<file path="config.mk">
export PLATFORM = sky130hd
export DESIGN_NAME = trace_change_monitor
export DESIGN_NICKNAME = d
export VERILOG_FILES = /design/src/rtl/trace_change_monitor.sv
export SDC_FILE = /design/constraint.sdc
export NUM_CORES = 2
export LEC_CHECK = 0
export CAP_MARGIN = 20
export CORE_MARGIN = 5
export CORE_UTILIZATION = 40
export DETAILED_ROUTE_END_ITERATION = 6
export GPL_ROUTABILITY_DRIVEN = 0
export GPL_TIMING_DRIVEN = 0
export HOLD_SLACK_MARGIN = 0.03
export SLEW_MARGIN = 30
export SYNTH_ARGS = -nofsm -noshare
export SYNTH_HDL_FRONTEND = slang
export SYNTH_SLANG_ARGS = --single-unit
</file>
<file path="constraint.sdc">
create_clock -name clk -period 23.8 [get_ports clk]
set_input_delay 4.76 -clock clk [delete_from_list [all_inputs] [get_ports clk]]
set_output_delay 4.76 -clock clk [all_outputs]
set_load 0.01 [all_outputs]
</file>
<file path="src/rtl/trace_change_monitor.sv">
// Sampled probe-change monitor: records {timestamp, change mask, probe values}
// into a first-word-fall-through trace buffer drained by a debug host.
module trace_change_monitor #(
    parameter int NCH   = 4,
    parameter int W     = 32,
    parameter int DEPTH = 16,
    parameter int TSW   = 24,
    parameter int DIV   = 2
) (
    input  logic                     clk,
    input  logic                     rst,
    input  logic                     en,
    input  logic [NCH*W-1:0]         probe_i,
    input  logic                     rd_en,
    input  logic                     clr_ovf,
    output logic                     rec_valid,
    output logic [TSW-1:0]           rec_ts,
    output logic [NCH-1:0]           rec_mask,
    output logic [NCH*W-1:0]         rec_data,
    output logic [$clog2(DEPTH):0]   count,
    output logic                     overflow
);

    localparam int AW = $clog2(DEPTH);
    localparam int CW = AW + 1;
    localparam int DW = (DIV > 1) ? $clog2(DIV) : 1;
    localparam int RW = TSW + NCH + NCH*W;

    typedef logic [RW-1:0] rec_t;

    logic [TSW-1:0]   ts_q, ts_d;
    logic [DW-1:0]    div_q, div_d;
    logic [NCH*W-1:0] prev_q, prev_d;
    logic             prev_valid_q, prev_valid_d;
    logic [AW-1:0]    wr_ptr_q, wr_ptr_d;
    logic [AW-1:0]    rd_ptr_q, rd_ptr_d;
    logic [CW-1:0]    count_q, count_d;
    logic             ovf_q, ovf_d;
    rec_t             head_q, head_d;
    rec_t             mem_q [DEPTH];

    logic             strobe;
    logic [NCH-1:0]   mask;
    logic             push_req;
    logic             push;
    logic             pop;
    logic             drop;
    rec_t             new_rec;

    always_comb begin
        strobe       = (div_q == DW'(DIV - 1));
        ts_d         = ts_q + TSW'(1);
        div_d        = strobe ? '0 : div_q + DW'(1);

        mask = '0;
        for (int k = 0; k < NCH; k++) begin
            mask[k] = !prev_valid_q || (probe_i[k*W +: W] != prev_q[k*W +: W]);
        end

        // prev tracks every strobe regardless of en so enabling never diffs stale data
        prev_d       = strobe ? probe_i : prev_q;
        prev_valid_d = prev_valid_q | strobe;

        new_rec  = {ts_q, mask, probe_i};
        push_req = strobe && en && (mask != '0);
        pop      = rd_en && (count_q != '0);
        push     = push_req && ((count_q != CW'(DEPTH)) || pop);
        drop     = push_req && !push;

        wr_ptr_d = wr_ptr_q + AW'(push);
        rd_ptr_d = rd_ptr_q + AW'(pop);

        count_d = count_q;
        case ({push, pop})
            2'b10:   count_d = count_q + CW'(1);
            2'b01:   count_d = count_q - CW'(1);
            default: count_d = count_q;
        endcase

        // Head register: the incoming record becomes head when the buffer would
        // otherwise be empty after this edge; outputs hold when it goes empty.
        head_d = head_q;
        if (count_d != '0) begin
            head_d = (count_q == CW'(pop)) ? new_rec : mem_q[rd_ptr_d];
        end

        ovf_d = drop | (ovf_q & ~clr_ovf);
    end

    always_ff @(posedge clk) begin
        if (rst) begin
            ts_q         <= '0;
            div_q        <= '0;
            prev_q       <= '0;
            prev_valid_q <= 1'b0;
            wr_ptr_q     <= '0;
            rd_ptr_q     <= '0;
            count_q      <= '0;
            ovf_q        <= 1'b0;
            head_q       <= '0;
        end else begin
            ts_q         <= ts_d;
            div_q        <= div_d;
            prev_q       <= prev_d;
            prev_valid_q <= prev_valid_d;
            wr_ptr_q     <= wr_ptr_d;
            rd_ptr_q     <= rd_ptr_d;
            count_q      <= count_d;
            ovf_q        <= ovf_d;
            head_q       <= head_d;
        end
    end

    always_ff @(posedge clk) begin
        if (push) begin
            mem_q[wr_ptr_q] <= new_rec;
        end
    end

    assign rec_valid                    = (count_q != '0);
    assign {rec_ts, rec_mask, rec_data} = head_q;
    assign count                        = count_q;
    assign overflow                     = ovf_q;

endmodule
</file>
==> results.py <==
metrics = {
    "synth": {
        "syn_area_per_cell_sq_um": 20.7,
        "synth_top_area_share_pct": 69.5,
        "yosysTopAreaCell": "edfxtp_1",
        "yosys_register_bits": 2820,
        "async_reset_ff_share_pct": 0,
        "synth_edf_count": 2496,
        "synthesis.nets": 5362,
        "synth_area_leaders": "edfxtp_1, mux4_2, dfxtp_1",
        "syn_area_sq_um": 108000,
        "ys.warnings.count": 0,
        "ys_seq_area_share_pct": 75.5,
        "ys.flop_type": "edfxtp_1",
        "synth_cells": 5219,
        "ys_types": 45,
    },
    "cts": {
        "cts_buffers": 307,
        "cts_resized": 0,
        "cts_setup_buffers": 0,
        "clock_latency_ns": 0.93,
        "cts.sinks": 2820,
        "htree_num_levels": 5,
        "holdBufCountCts": 0,
        "cts_tree": "yes",
        "root_buffer": "clkbuf_16",
        "path_clk_slew_ns": 0.06,
        "clockBufferDepth": 4,
    },
    "global_route": {
        "antenna_found_initial": 30,
        "grt_max_degree": 23,
        "grt.total_usage_pct": 20.7,
        "grt_pass1_wl_um": 419000,
        "overflow": 0,
        "grt_pass1_vias": 57266,
    },
    "route": {
        "wl_per_cell_um": 29.0,
        "first_pass_iters": 6,
        "drc_errors": 0,
        "drtIter0Drc": 6184,
        "drtAntennaViolNets": 0,
        "routed_wirelength_um": 293000,
        "vias": 56976,
        "via_per_inst": 5.64,
    },
    "floorplanning": {
        "die-area_sq_um": 280000,
        "core-area_sq_um": 268000,
        "initial_core_util_pct": 40.2,
        "io_pins": 296,
        "rows": 190,
        "dieHeight_um": 529,
        "die_w_um": 529,
    },
    "hold_path": {
        "min_from": "prev_q[80]$_SDFFE_PP0P_",
        "min_path_cells": 2,
        "hold-path-endpoint": "prev_q[80]$_SDFFE_PP0P_",
        "hold_class": "register to register",
    },
    "final_layout": {
        "most-common-layout-cells": "edfxtp_1, mux4_2, buf_4",
        "final_common_cell": "edfxtp_1",
        "areaGrowthSynthToFinish_pct": 20.0,
        "post-route-cell-area_sq_um": 129000,
        "drive_above_1_share_pct": 28.0,
        "final_nets": 6451,
    },
    "timing": {
        "final_max_slew_viol_count": 0,
        "rsz0062_at_grt": "false",
        "fin_crit_ns": 11.15,
        "fin_hold_ws_ns": 0.514,
        "layout_setup_ws_ns": 12.65,
        "finClkSkew_ns": 0.0552,
        "period_share_pct": 46.8,
        "finalSetupTns_ns": 0,
        "tightestPinTransition_ns": 1.06,
        "max_slew_margin_pct": 29.0,
        "finalSetupViolations": 0,
        "max_freq_mhz": 89.7,
        "hold_viol_final": 0,
    },
    "worst_setup_path": {
        "rrSetupSlack_ns": 17.29,
        "cp_max_fo": 19,
        "critPathArrivalTime_ns": 11.99,
        "reg2regPathDepth": 19,
        "r2r_end": "head_q[122]$_SDFFE_PP0P_",
        "required_ns": 24.64,
        "cp-start-kind": "primary input",
        "crit_type": "primary input to register",
        "critPathCaptureType": "register",
        "r2r-start": "prev_q[32]$_SDFFE_PP0P_",
    },
    "power": {
        "vdd.ir_drop.worst_v": 0.0000829,
        "powerDensity_nw_per_um2": 115,
        "power_leakage_nw": 42.3,
        "finalPower_mw": 14.9,
    },
    "placed_design": {
        "placed_cell_area_sq_um": 120000,
        "place_hpwl_um": 206000,
        "port_buffers": 294,
        "pre_cts_ws_ns": 11.70,
    },
    "status": {
        "status": "finished, final reports clean",
    },
    "job": {
        "maxCapViolCount": 0,
    },
}
==> critical path: stages <==
cell             delay (ns)
clkdlybuf4s50_1        1.01
xor2_1                 0.31
nor4_1                 0.37
nand4_1                0.15
or4_4                  0.72
o41ai_4                0.64
buf_4                  0.30
or2_2                  0.14
ha_1                   0.28
ha_1                   0.33
a21o_1                 0.19
a21oi_1                0.24
xnor2_1                0.14
o2111ai_2              0.46
buf_6                  0.24
clkbuf_4               0.35
buf_12                 0.24
clkbuf_1               0.67
o21ai_0                0.19
a31oi_1                0.21
==> metal layers <==
metal | track usage (%) | vias to the layer above | wire length [um]
li1 | - | 23680 | -
met1 | 28.6 | 30251 | 120000
met5 | 0 | - | 100
met4 | 5.93 | 18 | 8630
met2 | 33.3 | 2532 | 140000
met3 | 4.73 | 495 | 24700
==> registers in the layout, indices dropped and copies added (netlist names) <==
signal and flops:
count 5, div_q 1, head_q 156, mem_q 2496, overflow 1, prev_q 128
prev_valid_q 1, rd_ptr_q 4, ts_q 24, wr_ptr_q 4
==> how the worst max path moves through the flow <==
stage / from / to / cells after the start
after floorplan: probe_i[87] / mem_q[12][0]$_DFFE_PP_ / 7
after global placement: probe_i[65] / mem_q[2][93]$_DFFE_PP_ / 7
after detailed placement: probe_i[95] / head_q[129]$_SDFFE_PP0P_ / 21
after CTS: probe_i[95] / head_q[129]$_SDFFE_PP0P_ / 21
after global routing: probe_i[95] / head_q[121]$_SDFFE_PP0P_ / 21
final: probe_i[32] / head_q[122]$_SDFFE_PP0P_ / 20
==> layout make-up <==
type,count,area [sq um]
diodes,14,35.0
plain buffers,299,1290
clock buffers,407,8430
clock inverters,133,1370
fillers,21965,139000
inverters,9,33.8
multi-input cells,2091,25300
flip-flops and latches,2820,81400
well taps,3552,4440
repair buffers,780,7110
==> synthesized netlist by cell type (4+ instances only) <==
| cell type | count |
|---|---|
| o2111ai_1 | 4 |
| nor2b_1 | 9 |
| inv_1 | 9 |
| mux2i_1 | 130 |
| nor2_1 | 176 |
| nand2_1 | 349 |
| clkbuf_1 | 193 |
| xnor2_1 | 79 |
| a31oi_1 | 155 |
| nor3_1 | 24 |
| nand3_1 | 27 |
| edfxtp_1 | 2496 |
| xor2_1 | 74 |
| buf_1 | 68 |
| o21ai_0 | 156 |
| nand2b_1 | 11 |
| buf_2 | 36 |
| nor4_1 | 32 |
| dfxtp_1 | 324 |
| mux4_2 | 780 |
| ha_1 | 9 |
| nand4_1 | 35 |
==> metrics by stage <==
| step | std cells | util [%] |
|---|---|---|
| final | 10105 | 48.3 |
| after CTS | 10091 | 48.3 |
| after global routing | 10092 | 48.3 |
| after detailed placement | 9551 | 44.6 |
| after global placement | 9065 | 43.0 |
| after floorplan | 5219 | - |
==> power breakdown <==
| group | leakage, nW | total, mW | switching (mW) | internal [mW] |
|---|---|---|---|---|
| logic | 12.1 | 4.63 | 2.56 | 2.06 |
| clock network | 4.80 | 4.67 | 1.88 | 2.79 |
| registers | 25.4 | 5.63 | 0.101 | 5.53 |
| total | 42.3 | 14.9 | 4.54 | 10.4 |
==> cell families (layout without fill, tap and decap cells) <==
logic type	count (synthesis)	count (layout)	synth area share (%)
adders and majority gates	10	10	0.123
muxes	910	910	17.5
xor gates and xnor gates	153	153	1.24
DFF	2820	2820	75.5
AOI/OAI and AO/OA	331	331	1.79
and+or+nand+nor	687	687	2.74
other	0	14	0
buffers and inverters	308	1628	1.13
Power figures use the tool's default switching activity.
